`src/rtl/reu_cmd_ctrl_if.sv`:
```
// Bus bundle between the REU command controller, the CPU register window
// and the DMA sequencer.
interface reu_cmd_ctrl_if;
  logic        RegSel;
  logic        RW;
  logic [3:0]  A;
  logic [7:0]  Din;
  logic [7:0]  Dout;
  logic        FF00Wr;
  logic        Execute;
  logic [1:0]  XferType;
  logic        Length1;
  logic        DMA;
  logic        XferEnd;
  logic        VerifyErr;
  logic        NextCA;
  logic        NextREUA;
  logic [15:0] CA;
  logic [18:0] REUA;
  logic        nIRQ;

  modport slave (
    input  RegSel, RW, A, Din, FF00Wr, DMA, XferEnd, VerifyErr, NextCA, NextREUA,
    output Dout, Execute, XferType, Length1, CA, REUA, nIRQ
  );

  modport master (
    output RegSel, RW, A, Din, FF00Wr, DMA, XferEnd, VerifyErr, NextCA, NextREUA,
    input  Dout, Execute, XferType, Length1, CA, REUA, nIRQ
  );
endinterface

```
`src/rtl/reu_cmd_ctrl.sv`:
```
// REU command controller: CPU register file, address/length counters with
// autoload shadows, transfer start FSM and interrupt status.
module reu_cmd_ctrl (
  input  logic          PHI2,
  input  logic          RESET,
  reu_cmd_ctrl_if.slave bus
);

  localparam int unsigned CA_W   = 16;
  localparam int unsigned REUA_W = 19;
  localparam int unsigned LEN_W  = 16;

  typedef enum logic [2:0] {
    S_IDLE  = 3'd0,
    S_ARMED = 3'd1,
    S_START = 3'd2,
    S_RUN   = 3'd3,
    S_DONE  = 3'd4
  } state_e;

  state_e state_q, state_d;

  logic              cmd_exec_q, cmd_exec_d;
  logic              cmd_auto_q, cmd_auto_d;
  logic              cmd_noff_q, cmd_noff_d;
  logic [1:0]        cmd_type_q, cmd_type_d;
  logic [CA_W-1:0]   ca_q, ca_d, ca_sh_q, ca_sh_d;
  logic [REUA_W-1:0] reua_q, reua_d, reua_sh_q, reua_sh_d;
  logic [LEN_W-1:0]  len_q, len_d, len_sh_q, len_sh_d;
  logic [2:0]        mask_q, mask_d;
  logic [1:0]        actl_q, actl_d;
  logic              eob_q, eob_d;
  logic              fault_q, fault_d;

  logic reg_wr_c, cmd_wr_c, stat_rd_c, len1_c, irq_c, execute_c, done_c;
  logic [7:0] status_c, dout_c;

  // Register writes are frozen while a transfer is running.
  always_comb begin
    reg_wr_c  = bus.RegSel && !bus.RW && (state_q != S_RUN);
    cmd_wr_c  = reg_wr_c && (bus.A == 4'h1);
    stat_rd_c = bus.RegSel && bus.RW && (bus.A == 4'h0);
    len1_c    = (len_q == LEN_W'(1));
    irq_c     = mask_q[2] && ((eob_q && mask_q[1]) || (fault_q && mask_q[0]));
    status_c  = {irq_c, eob_q, fault_q, 1'b1, 4'h0};
  end

  // FSM state register
  always_ff @(negedge PHI2 or posedge RESET) begin
    if (RESET) state_q <= S_IDLE;
    else       state_q <= state_d;
  end

  // FSM next state; a command write in ARMED takes priority over FF00Wr.
  always_comb begin
    state_d = state_q;
    unique case (state_q)
      S_IDLE: begin
        if (cmd_wr_c && bus.Din[7]) state_d = bus.Din[4] ? S_START : S_ARMED;
      end
      S_ARMED: begin
        if (cmd_wr_c) begin
          if (!bus.Din[7])     state_d = S_IDLE;
          else if (bus.Din[4]) state_d = S_START;
        end else if (bus.FF00Wr) begin
          state_d = S_START;
        end
      end
      S_START: if (bus.DMA)  state_d = S_RUN;
      S_RUN:   if (!bus.DMA) state_d = S_DONE;
      S_DONE:  state_d = S_IDLE;
      default: state_d = S_IDLE;
    endcase
  end

  // FSM outputs
  always_comb begin
    execute_c = 1'b0;
    done_c    = 1'b0;
    unique case (state_q)
      S_START: execute_c = 1'b1;
      S_DONE:  done_c    = 1'b1;
      default: ;
    endcase
  end

  // Datapath next-state: counter steps, then CPU writes, then DONE housekeeping.
  always_comb begin
    cmd_exec_d = cmd_exec_q;
    cmd_auto_d = cmd_auto_q;
    cmd_noff_d = cmd_noff_q;
    cmd_type_d = cmd_type_q;
    ca_d       = ca_q;
    ca_sh_d    = ca_sh_q;
    reua_d     = reua_q;
    reua_sh_d  = reua_sh_q;
    len_d      = len_q;
    len_sh_d   = len_sh_q;
    mask_d     = mask_q;
    actl_d     = actl_q;
    eob_d      = eob_q;
    fault_d    = fault_q;

    if (bus.NextCA) begin
      if (!actl_q[1]) ca_d = ca_q + CA_W'(1);
      if (!len1_c)    len_d = len_q - LEN_W'(1);
    end
    if (bus.NextREUA && !actl_q[0]) reua_d = reua_q + REUA_W'(1);

    // Clear-on-read loses to a same-cycle set.
    if (stat_rd_c) begin
      eob_d   = 1'b0;
      fault_d = 1'b0;
    end
    if (bus.XferEnd)   eob_d   = 1'b1;
    if (bus.VerifyErr) fault_d = 1'b1;

    if (reg_wr_c) begin
      unique case (bus.A)
        4'h1: begin
          cmd_exec_d = bus.Din[7];
          cmd_auto_d = bus.Din[5];
          cmd_noff_d = bus.Din[4];
          cmd_type_d = bus.Din[1:0];
        end
        4'h2: begin ca_d[7:0]     = bus.Din; ca_sh_d[7:0]     = bus.Din; end
        4'h3: begin ca_d[15:8]    = bus.Din; ca_sh_d[15:8]    = bus.Din; end
        4'h4: begin reua_d[7:0]   = bus.Din; reua_sh_d[7:0]   = bus.Din; end
        4'h5: begin reua_d[15:8]  = bus.Din; reua_sh_d[15:8]  = bus.Din; end
        4'h6: begin reua_d[18:16] = bus.Din[2:0]; reua_sh_d[18:16] = bus.Din[2:0]; end
        4'h7: begin len_d[7:0]    = bus.Din; len_sh_d[7:0]    = bus.Din; end
        4'h8: begin len_d[15:8]   = bus.Din; len_sh_d[15:8]   = bus.Din; end
        4'h9: mask_d = bus.Din[7:5];
        4'hA: actl_d = bus.Din[7:6];
        default: ;
      endcase
    end

    if (done_c) begin
      cmd_exec_d = 1'b0;
      if (cmd_auto_q) begin
        ca_d   = ca_sh_q;
        reua_d = reua_sh_q;
        len_d  = len_sh_q;
      end
    end
  end

  // Datapath registers
  always_ff @(negedge PHI2 or posedge RESET) begin
    if (RESET) begin
      cmd_exec_q <= 1'b0;
      cmd_auto_q <= 1'b0;
      cmd_noff_q <= 1'b1;
      cmd_type_q <= 2'b00;
      ca_q       <= '0;
      ca_sh_q    <= '0;
      reua_q     <= '0;
      reua_sh_q  <= '0;
      len_q      <= '1;
      len_sh_q   <= '1;
      mask_q     <= '0;
      actl_q     <= '0;
      eob_q      <= 1'b0;
      fault_q    <= 1'b0;
    end else begin
      cmd_exec_q <= cmd_exec_d;
      cmd_auto_q <= cmd_auto_d;
      cmd_noff_q <= cmd_noff_d;
      cmd_type_q <= cmd_type_d;
      ca_q       <= ca_d;
      ca_sh_q    <= ca_sh_d;
      reua_q     <= reua_d;
      reua_sh_q  <= reua_sh_d;
      len_q      <= len_d;
      len_sh_q   <= len_sh_d;
      mask_q     <= mask_d;
      actl_q     <= actl_d;
      eob_q      <= eob_d;
      fault_q    <= fault_d;
    end
  end

  // CPU read mux; unimplemented bits read as 1.
  always_comb begin
    dout_c = 8'hFF;
    unique case (bus.A)
      4'h0: dout_c = status_c;
      4'h1: dout_c = {cmd_exec_q, 1'b1, cmd_auto_q, cmd_noff_q, 2'b11, cmd_type_q};
      4'h2: dout_c = ca_q[7:0];
      4'h3: dout_c = ca_q[15:8];
      4'h4: dout_c = reua_q[7:0];
      4'h5: dout_c = reua_q[15:8];
      4'h6: dout_c = {5'h1F, reua_q[18:16]};
      4'h7: dout_c = len_q[7:0];
      4'h8: dout_c = len_q[15:8];
      4'h9: dout_c = {mask_q, 5'h1F};
      4'hA: dout_c = {actl_q, 6'h3F};
      default: dout_c = 8'hFF;
    endcase
  end

  assign bus.Dout     = dout_c;
  assign bus.Execute  = execute_c;
  assign bus.XferType = cmd_type_q;
  assign bus.Length1  = len1_c;
  assign bus.CA       = ca_q;
  assign bus.REUA     = reua_q;
  assign bus.nIRQ     = !irq_c;

endmodule

```
`src/flat_wrapper.sv`:
```
// flat-port wrapper written by rule: the top's interface ports become plain ports
module reu_cmd_ctrl_flat 
  (PHI2, RESET, bus_RegSel, bus_RW, bus_A, bus_Din, bus_FF00Wr, bus_DMA, bus_XferEnd, bus_VerifyErr, bus_NextCA, bus_NextREUA, bus_Dout, bus_Execute, bus_XferType, bus_Length1, bus_CA, bus_REUA, bus_nIRQ);
  reu_cmd_ctrl_if bus_i ();
  input  logic PHI2;
  input  logic RESET;
  input wire logic [$bits(bus_i.RegSel)-1:0] bus_RegSel;
  input wire logic [$bits(bus_i.RW)-1:0] bus_RW;
  input wire logic [$bits(bus_i.A)-1:0] bus_A;
  input wire logic [$bits(bus_i.Din)-1:0] bus_Din;
  input wire logic [$bits(bus_i.FF00Wr)-1:0] bus_FF00Wr;
  input wire logic [$bits(bus_i.DMA)-1:0] bus_DMA;
  input wire logic [$bits(bus_i.XferEnd)-1:0] bus_XferEnd;
  input wire logic [$bits(bus_i.VerifyErr)-1:0] bus_VerifyErr;
  input wire logic [$bits(bus_i.NextCA)-1:0] bus_NextCA;
  input wire logic [$bits(bus_i.NextREUA)-1:0] bus_NextREUA;
  output wire logic [$bits(bus_i.Dout)-1:0] bus_Dout;
  output wire logic [$bits(bus_i.Execute)-1:0] bus_Execute;
  output wire logic [$bits(bus_i.XferType)-1:0] bus_XferType;
  output wire logic [$bits(bus_i.Length1)-1:0] bus_Length1;
  output wire logic [$bits(bus_i.CA)-1:0] bus_CA;
  output wire logic [$bits(bus_i.REUA)-1:0] bus_REUA;
  output wire logic [$bits(bus_i.nIRQ)-1:0] bus_nIRQ;
  assign bus_i.RegSel = bus_RegSel;
  assign bus_i.RW = bus_RW;
  assign bus_i.A = bus_A;
  assign bus_i.Din = bus_Din;
  assign bus_i.FF00Wr = bus_FF00Wr;
  assign bus_i.DMA = bus_DMA;
  assign bus_i.XferEnd = bus_XferEnd;
  assign bus_i.VerifyErr = bus_VerifyErr;
  assign bus_i.NextCA = bus_NextCA;
  assign bus_i.NextREUA = bus_NextREUA;
  assign bus_Dout = bus_i.Dout;
  assign bus_Execute = bus_i.Execute;
  assign bus_XferType = bus_i.XferType;
  assign bus_Length1 = bus_i.Length1;
  assign bus_CA = bus_i.CA;
  assign bus_REUA = bus_i.REUA;
  assign bus_nIRQ = bus_i.nIRQ;
  reu_cmd_ctrl u_core (.PHI2(PHI2), .RESET(RESET), .bus(bus_i));
endmodule
```
`config.mk`:
```
export PLATFORM = sky130hd
export DESIGN_NAME = reu_cmd_ctrl_flat
export DESIGN_NICKNAME = d
export VERILOG_FILES = /design/src/rtl/reu_cmd_ctrl_if.sv /design/src/rtl/reu_cmd_ctrl.sv /design/src/flat_wrapper.sv
export SDC_FILE = /design/constraint.sdc
export NUM_CORES = 1
export LEC_CHECK = 0
export CAP_MARGIN = 5
export CORE_AREA = 2 2 163 165
export CTS_CLUSTER_DIAMETER = 80
export CTS_CLUSTER_SIZE = 16
export DETAILED_ROUTE_END_ITERATION = 10
export DIE_AREA = 0 0 165 167
export HOLD_SLACK_MARGIN = 0.12
export PLACE_DENSITY = 0.42
export SLEW_MARGIN = 20
export SYNTH_ARGS = -nofsm -noshare
export SYNTH_HDL_FRONTEND = slang
export SYNTH_SLANG_ARGS = --single-unit
```
`constraint.sdc`:
```
create_clock -name PHI2 -period 6.87 [get_ports PHI2]
set_input_delay 1.374 -clock PHI2 [delete_from_list [all_inputs] [get_ports PHI2]]
set_output_delay 1.374 -clock PHI2 [all_outputs]
set_load 0.01 [all_outputs]
```
Word level (Yosys, flattened, before mapping). Cells that the tools add are included.

Multiply operators: 0. Reduce and logical (&&, ||, !) cells: 32. Div/mod/pow operators: 0. Bitwise operators: 0. Shifts and indexed selects: 0. Equal/unequal tests: 21. Add/subtract/negate cells: 3. Muxes and demuxes: 39. Magnitude comparators: 0.

Operator list (number): $mux 16 (10); $pmux 8 s11 (1); $mux 19 (4); $mux 8 (6); $mux 3 (8); $reduce_and 2->1 (11); $add 19x1->19 const B (1); $add 16x1->16 const B (1); $eq 16x1->1 const B (1); $eq 4x3->1 const B (4); $sub 16x1->16 const B (1); $eq 4x4->1 const B (3); $pmux 3 s4 (1); $logic_and 1x1->1 (10); $eq 4x2->1 const B (2); $mux 1 (8); $reduce_bool 2->1 (4); $eq 3x2->1 const B (2); $ne 3x2->1 const B (2); $reduce_and 5->1 (1); $eq 4x1->1 const B (1); $logic_not 4->1 (1); $ne 2x2->1 const B (2); $ne 4x4->1 const B (1); 7 further kinds (9).

Word-level logic and storage cells: 114. Register bits: 117. Output and inout port bits: 48. Bits in latches: 0. Memory bits (writable): 0. ROM bits: 0. Memories kept: 0.

Depth between registers and ports, before layout. Gate-level depths: netlist of run 1.

Word-level depth: 7. Mapped depth: 8. Depth with buffers taken out: 7.

==> results of run 1 <==
==> through the flow <==
stage / TNS (ps) / hold WS (ps) / power [W] / setup WS (ps) / utilization
floorplan: 0 / 402 / 0.00196 / 388 / -
global placement: -46.3 / 419 / 0.00270 / -46.3 / 0.330
detailed placement: -45.9 / 419 / 0.00270 / -45.9 / 0.330
CTS: 0 / 423 / 0.00378 / 0.857 / 0.361
global route: -25.0 / 447 / 0.00401 / -25.0 / 0.362
finish: 0 / 420 / 0.00376 / 39.9 / 0.362
==> power groups by stage <==
stage	combinational, W	clock, W	sequential [W]
2_1_floorplan	0.000635	0.0000302	0.00130
3_3_place_gp	0.00137	0.0000302	0.00130
3_5_place_dp	0.00137	0.0000302	0.00130
4_1_cts	0.00138	0.00110	0.00129
5_1_grt	0.00153	0.00115	0.00133
6_report	0.00138	0.00108	0.00130
==> logic make-up after synthesis <==
family	after synthesis
mux	43
flops	117
fa+ha+maj	4
compound gates	195
simple gates	323
buf+inv	74
xor+xnor	29
==> cells in the mapped netlist (all sizes together), types with 3 or more instances <==
library cell / n / area, um^2
nor3: 16 / 90.1
xnor2: 16 / 140
nand3: 21 / 110
nand4: 16 / 115
or4: 4 / 30.0
a31oi: 14 / 87.6
nand2: 147 / 552
nor2: 47 / 176
mux2: 30 / 338
a21oi: 43 / 215
and4: 4 / 35.0
clkbuf: 44 / 165
nand2b: 12 / 75.1
dfrtn: 84 / 2100
or3: 5 / 31.3
nand3b: 4 / 33.8
ha: 4 / 50.1
a32oi: 5 / 43.8
buf: 14 / 72.6
nor4: 11 / 90.1
and3: 4 / 25.0
a22oi: 4 / 30.0
or2: 4 / 25.0
nor3b: 8 / 60.1
a31o: 3 / 26.3
mux2i: 13 / 130
a211oi: 8 / 60.1
o21ai: 51 / 259
o22ai: 28 / 175
xor2: 13 / 114
a21o: 12 / 90.1
inv: 15 / 56.3
o211ai: 4 / 30.0
dfstp: 33 / 867
nor2b: 11 / 68.8
==> placed cells by master, fill, tap and decap left out, drive strengths merged, types with 21 or more instances in the layout <==
master	netlist	routed
a21oi	43	43
buf	14	91
clkdlybuf4s50	0	60
dfrtn	84	84
dfstp	33	33
inv	15	50
mux2	30	30
nand2	147	147
nand3	21	21
nor2	47	47
o21ai	51	51
o22ai	28	28
==> how the worst min path moves through the flow <==
stage	from	end	slack, ps	cells after the start
2_1_floorplan	u_core.reua_sh_q[11]	u_core.reua_sh_q[11]	400	2
3_3_place_gp	u_core.reua_sh_q[15]	u_core.reua_sh_q[15]	420	2
3_5_place_dp	u_core.ca_sh_q[2]	u_core.bus.CA[2]	420	2
4_1_cts	u_core.ca_sh_q[2]	u_core.bus.CA[2]	420	2
5_1_grt	u_core.reua_sh_q[3]	u_core.bus.REUA[3]	450	1
6_report	u_core.ca_sh_q[2]	u_core.bus.CA[2]	420	2
==> repair_timing <==
action                                  4_1_cts  5_1_grt
buffers inserted                              1        2
endpoints found under the setup margin        9        2
gates resized for setup                      17        3
endpoints found under the hold margin         0        0
pin swaps                                     2        4
==> area by class of cell <==
cell class / count / share of cell area
Inverter: 15 / 0.00643
Clock inverter: 46 / 0.0332
Timing Repair Buffer: 159 / 0.153
Tap cell: 335 / 0.0449
Clock buffer: 19 / 0.0509
Sequential cell: 117 / 0.318
Multi-Input combinational cell: 594 / 0.394
==> sequential cells by signal, summed over array words and instances (netlist names) <==
| register | flops |
|---|---|
| u_core.reua_sh_q | 19 |
| u_core.mask_q | 3 |
| u_core.state_q | 3 |
| u_core.ca_sh_q | 16 |
| u_core.cmd_noff_q | 1 |
| u_core.bus.XferType | 2 |
| u_core.len_q | 16 |
| u_core.cmd_auto_q | 1 |
| u_core.bus.REUA | 19 |
| u_core.cmd_exec_q | 1 |
| u_core.eob_q | 1 |
| u_core.fault_q | 1 |
| u_core.len_sh_q | 16 |
| u_core.actl_q | 2 |
| u_core.bus.CA | 16 |
==> per-layer routing <==
layer,up-vias,track usage,share of wire
met1,3210,0.277,0.49
met3,24,0.0441,0.045
met5,-,0,0
met2,151,0.289,0.45
met4,0,0.0601,0.021
li1,3114,-,-
==> worst max-delay path, delay by kind of cell (launching register included) <==
family | cells | cell delay (ps)
compound gates | 3 | 290
buf+inv | 2 | 420
flops | 1 | 560
simple gates | 2 | 300
==> results_dict.tcl, run 1 <==
set metrics [dict create \
    tightest_slew_ps 806 \
    clkLatencyLatePin_ps 460 \
    reg2reg_setup_slack_ps 4320 \
    cp-startpoint "u_core.len_q[12]" \
    synthAdderAreaFrac 0.00728 \
    comb_power_share 0.368 \
    core-area_um2 25800 \
    timing.rr.end "u_core.bus.CA[7]" \
    fin_area_um2 9330 \
    num-nets-final 963 \
    htreeDepth 4 \
    status "finished, final reports clean" \
    routed_wl_um 25900 \
    cts_made_buffers 17 \
    synth_cell_types 69 \
    rsz0062_at_grt "true" \
    muxShareOfSynthArea 0.0680 \
    power.share.switching 0.358 \
    critPathKind "reg -> out" \
    finalNonFillerCells 1285 \
    worstPathArrival_ps 5460 \
    fin_worst_skew_ps 60.8 \
    worst_setup_path_end_kind "output port" \
    crit_fanout 4 \
    start_util 0.267 \
    synth_xor_area_frac 0.0369 \
    rows 59 \
    root_buffer "clkbuf_16" \
    dr.pass1.iters 4 \
    die_y_um 167 \
    grt_pass1_vias 6586 \
    num_vias 6499 \
    grt.overflow.total 0 \
    dpl-instance-area_um2 8500 \
    fillers 2712 \
    seq_area_um2 2970 \
    synthSimpleGateAreaFrac 0.234 \
    place_congestion 0.847 \
    cts.clk_slew.worst_paths_ps 40 \
    wl_per_cell_um 20.2 \
    grt_pass1_wl_um 39900 \
    synth-edff-count 0 \
    placedCellCount 1218 \
    seq_power_share 0.345 \
    synth_top_family_by_area "simple AND/OR/NAND/NOR gates" \
    crit_path_end "bus_Dout[4]" \
    synth_ff_type "dfrtn_1" \
    p_int_w 0.00241 \
    synth_compound_gate_area_share 0.179 \
    hp-class "reg -> reg" \
    portBuffers 69 \
    clock_sinks 117 \
    yosysSeqAreaShare 0.432 \
    syn_to_final_growth_pct 35.7 \
    drc 0 \
    p_leak_nw 4.00 \
    setup_viol 0 \
    diodes 0 \
    hold_viol 0 \
    critPathLaunchType "flip-flop" \
    place_hpwl_um 18800 \
    ys_seq_elements 117 \
    required_ps 5500 \
    netSwitchingPower_w 0.00134 \
    power_density_nw_per_um2 402 \
    synth_nets 811 \
    peakVddDrop_mv 0.162 \
    netlist_instances 785 \
    pwr-share-clk 0.287 \
    routed_via_density 5.06 \
    cts_tree "built" \
    antenna_found_initial 0 \
    cap_violations 0 \
    drive_above_1_share 0.226 \
    ant_nets 0 \
    ios 70 \
    clk_path_buf_depth 2 \
    drv_slew 0 \
    yosys_warnings 0 \
    multi_input_area_um2 3670 \
    syn_avg_cell_area_um2 8.76 \
    holdBufCountCts 0 \
    grt_usage 0.194 \
    reg2reg_from "u_core.state_q[0]" \
    async_flop_share 1.00 \
    relSlewSlack 0.463 \
    netlist_area_um2 6880 \
    die_w_um 165 \
    die_area_um2 27600 \
    first_iter_violations 434 \
    grt_max_degree 70 \
    reg2reg_depth 6 \
    worst_path_max_delay_cell "dfstp_2" \
    crit_path_cell_trace "nand2b_1, a21oi_1, nor2_1, o22ai_1, o311ai_2, buf_4, dlygate4sd2_1" \
    cpPeakStageDelay_ps 560 \
]
No activity file was read; power rests on OpenSTA's default activity.
==> inputs of run 2 (changes only) <==
==> constraint.sdc (replaced) <==
create_clock -name PHI2 -period 6.87 [get_ports PHI2]
set_input_delay 1.0305 -clock PHI2 [delete_from_list [all_inputs] [get_ports PHI2]]
set_output_delay 1.0305 -clock PHI2 [all_outputs]
set_load 0.01 [all_outputs]
==> results_dict.tcl, run 2 (synthesis gave the netlist of run 1 again) <==
set metrics [dict create \
    status "finished, final reports clean" \
    multi_input_area_um2 3640 \
    die_w_um 165 \
    final_common_cell "nand2_1" \
    reg2reg_depth 5 \
    dr.pass1.iters 5 \
    power_density_nw_per_um2 409 \
    hold_viol 0 \
    utilization 0.352 \
    reg2reg_from "u_core.state_q[0]" \
    cts_tree "built" \
    relSlewSlack 0.280 \
    ant_nets 0 \
    critPathKind "reg -> out" \
    tightest_slew_ps 1080 \
    grt_pass1_vias 6474 \
    final_cell_mix "nand2_1, dfrtn_1, clkdlybuf4s50_1" \
    clock_sinks 117 \
    setup_viol 0 \
    wl_per_cell_um 21.0 \
    grt_max_degree 50 \
    num_vias 6547 \
    syn_to_final_growth_pct 31.6 \
    ios 70 \
    crit_fanout 7 \
    holdWs_ps 421 \
    setup-tns-final_ps 0 \
    cp-startpoint "u_core.len_q[11]" \
    holdBufCountCts 0 \
    post_cts_buffers 0 \
    reg2reg_setup_slack_ps 4090 \
    grt.overflow.total 0 \
    worstPathArrival_ps 5760 \
    peakVddDrop_mv 0.183 \
    drc 0 \
    drive_above_1_share 0.192 \
    seq_area_um2 2970 \
    htreeDepth 4 \
    fin_worst_skew_ps 63.9 \
    grt_pass1_wl_um 40400 \
    place_hpwl_um 18700 \
    fin_area_um2 9060 \
    crit_path_end "bus_Dout[3]" \
    cts.clk_slew.worst_paths_ps 50 \
    start_util 0.267 \
    fillers 2664 \
    routed_wl_um 26300 \
    core-area_um2 25800 \
    root_buffer "clkbuf_16" \
    required_ps 5840 \
    num-nets-final 930 \
    rsz0062_at_grt "false" \
    antenna_found_initial 0 \
    place_congestion 0.880 \
    die_area_um2 27600 \
    grt_usage 0.197 \
    portBuffers 69 \
    hp-class "reg -> reg" \
    drv_slew 0 \
    die_y_um 167 \
    clk_path_buf_depth 2 \
    dpl-instance-area_um2 8230 \
    rows 59 \
    routed_via_density 5.23 \
    cap_violations 0 \
    cts_made_buffers 17 \
    diodes 0 \
    critPathLaunchType "flip-flop" \
    worst_setup_path_end_kind "output port" \
    clkLatencyLatePin_ps 460 \
    timing.rr.end "u_core.bus.CA[14]" \
    p_leak_nw 3.84 \
    first_iter_violations 595 \
]
## run 2: cell count changes in the layout (fill, tap and decap cells not counted), moves of 2 or more
cell / before / now
inv_2: 3 / 0
o221ai_1: 0 / 2
buf_4: 84 / 55
buf_12: 6 / 2
clkbuf_16: 19 / 21
clkdlybuf4s50_1: 60 / 68
o221ai_2: 2 / 0
dlygate4sd2_1: 8 / 1
## run 2: power by group
group,switching [W],internal (W),total (W),leakage [nW]
sequential,0.000370,0.00102,0.00139,1.38
clock,0.000396,0.000737,0.00113,0.526
combinational,0.000570,0.000619,0.00119,1.93
## run 2: timing repair
action | CTS | global route
gates resized for setup | 2 | 1
cloned | 0 | 0
setup endpoints to repair | 1 | 2
pin swaps | 0 | 1
## run 2: layer usage
layer	up-vias	wire length [um]	GRT usage
li1	3061	-	-
met1	3254	12800	0.289
met2	201	11600	0.286
met3	31	1220	0.0379
met4	0	601	0.0711
met5	-	0	0
## run 2: metrics by stage
step,setup slack [ps],std cells,total power [W]
2_1_floorplan,731,785,0.00196
3_3_place_gp,219,1188,0.00261
3_5_place_dp,184,1188,0.00260
4_1_cts,43.2,1252,0.00374
5_1_grt,15.7,1252,0.00394
6_report,81.0,1252,0.00371
## run 2: critical path: stages (launching register included)
cell and delay (ps):
dfstp_2 600, nor2b_1 200, a32oi_1 70, o221ai_1 380, clkdlybuf4s50_1 620
## run 2: area by class of cell
class	count	area share
multi-input combinational	594	0.402
clock buffer	21	0.0580
clock inverter	44	0.0333
inverter	15	0.00663
tap	335	0.0463
sequential	117	0.328
timing repair buffer	126	0.126
## run 2: worst min-delay path by stage
stage / from / to / slack (ps) / cells past startpoint
2_1_floorplan: u_core.reua_sh_q[11] / u_core.reua_sh_q[11] / 400 / 2
3_3_place_gp: u_core.reua_sh_q[3] / u_core.bus.REUA[3] / 420 / 1
3_5_place_dp: u_core.ca_sh_q[1] / u_core.bus.CA[1] / 420 / 2
4_1_cts: u_core.ca_sh_q[1] / u_core.bus.CA[1] / 420 / 2
5_1_grt: u_core.ca_sh_q[12] / u_core.ca_sh_q[12] / 440 / 2
6_report: u_core.ca_sh_q[1] / u_core.bus.CA[1] / 420 / 2
==> inputs of run 3 (changes only) <==
==> constraint.sdc (replaced) <==
create_clock -name PHI2 -period 6.87 [get_ports PHI2]
set_input_delay 1.0305 -clock PHI2 [delete_from_list [all_inputs] [get_ports PHI2]]
set_output_delay 1.0305 -clock PHI2 [all_outputs]
set_load 0.1 [all_outputs]
==> results_dict.tcl, run 3 (synthesis gave the netlist of run 1 again) <==
set metrics [dict create \
    worstPathArrival_ps 5710 \
    grt_max_degree 41 \
    status "finished, final reports clean" \
    worst_setup_path_end_kind "output port" \
    hp-class "reg -> reg" \
    clock_sinks 117 \
    required_ps 5840 \
    grt_pass1_vias 6347 \
    power_density_nw_per_um2 481 \
    critPathLaunchType "flip-flop" \
    timing.rr.end "u_core.bus.REUA[15]" \
    place_congestion 0.868 \
    place_hpwl_um 18600 \
    die_w_um 165 \
    min_path_cells 1 \
    root_buffer "clkbuf_16" \
    num_vias 6534 \
    multi_input_area_um2 3670 \
    cts_resized 0 \
    seq_area_um2 2970 \
    grt_usage 0.195 \
    critPathKind "reg -> out" \
    cp-startpoint "u_core.len_q[0]" \
    cts.clk_slew.worst_paths_ps 50 \
    ios 70 \
    crit_fanout 6 \
    peakVddDrop_mv 0.425 \
    grt.overflow.total 0 \
    drive_above_1_share 0.245 \
    cts_tree "built" \
    holdCritStartpoint "u_core.ca_sh_q[3]" \
    antenna_found_initial 0 \
    fin_worst_skew_ps 57.9 \
    routed_wl_um 26200 \
    first_iter_violations 594 \
    holdBufCountCts 0 \
    reg2reg_depth 6 \
    hold_end "u_core.bus.CA[3]" \
    post_cts_buffers 0 \
    reg2reg_setup_slack_ps 4160 \
    core-area_um2 25800 \
    drv_slew 0 \
    num-nets-final 924 \
    dr.pass1.iters 5 \
    final_cell_mix "nand2_1, buf_4, dfrtn_1" \
    reg2reg_from "u_core.state_q[0]" \
    fillers 2702 \
    cts_made_buffers 17 \
    wl_per_cell_um 21.0 \
    clk_path_buf_depth 2 \
    rsz0062_at_grt "false" \
    drc 0 \
    tightest_slew_ps 748 \
    portBuffers 69 \
    place_ws_ps 339 \
    routed_via_density 5.24 \
    final_common_cell "nand2_1" \
    die_y_um 167 \
    setup_viol 0 \
    ant_nets 0 \
    rows 59 \
    fin_ws_ps 128 \
    die_area_um2 27600 \
    cap_violations 0 \
    p_leak_nw 3.83 \
    clkLatencyLatePin_ps 460 \
    start_util 0.267 \
    syn_to_final_growth_pct 29.7 \
    hold_viol 0 \
    htreeDepth 4 \
    diodes 0 \
    relSlewSlack 0.500 \
    grt_pass1_wl_um 39600 \
    power_w 0.00429 \
]
-- run 3: critical path: stages (launching register included) --
cell	delay, ps
dfstp_2	620
ha_1	200
or3b_4	440
nor4_4	340
buf_12	220
-- run 3: power by group --
group	total (W)	internal (W)	switching (W)	leakage, nW
combinational	0.00193	0.000563	0.00137	2.00
sequential	0.00144	0.00102	0.000424	1.38
clock	0.000916	0.000510	0.000407	0.443
-- run 3: layer usage --
| metal | vias to the layer above | part of all wire | track usage |
|---|---|---|---|
| met5 | - | 0 | 0 |
| met4 | 0 | 0.024 | 0.0699 |
| met3 | 34 | 0.044 | 0.0356 |
| met2 | 201 | 0.45 | 0.290 |
| met1 | 3250 | 0.48 | 0.281 |
| li1 | 3049 | - | - |
-- run 3: final cells by class --
type	instances	share of cell area
clock buffer	18	0.0505
clock inverter	47	0.0251
inverter	15	0.00673
multi-input combinational	594	0.411
sequential	117	0.333
tap	335	0.0470
timing repair buffer	120	0.126
-- run 3: worst max-delay path by stage --
stage | to | cells past startpoint
finish | bus_Length1 | 4
global route | bus_Length1 | 4
CTS | bus_Length1 | 4
detailed placement | u_core.bus.CA[12] | 6
global placement | u_core.bus.REUA[15] | 6
floorplan | bus_Dout[1] | 2
-- run 3: per-stage QoR --
stage,util,area (um^2),std cells,hold WS (ps),TNS (ps)
after floorplan,-,6920,785,402,-867
final,0.346,8920,1246,420,0
after global routing,0.346,8920,1246,444,0
after CTS,0.346,8920,1246,421,0
after detailed placement,0.320,8250,1182,416,0
after global placement,0.320,8250,1182,418,0
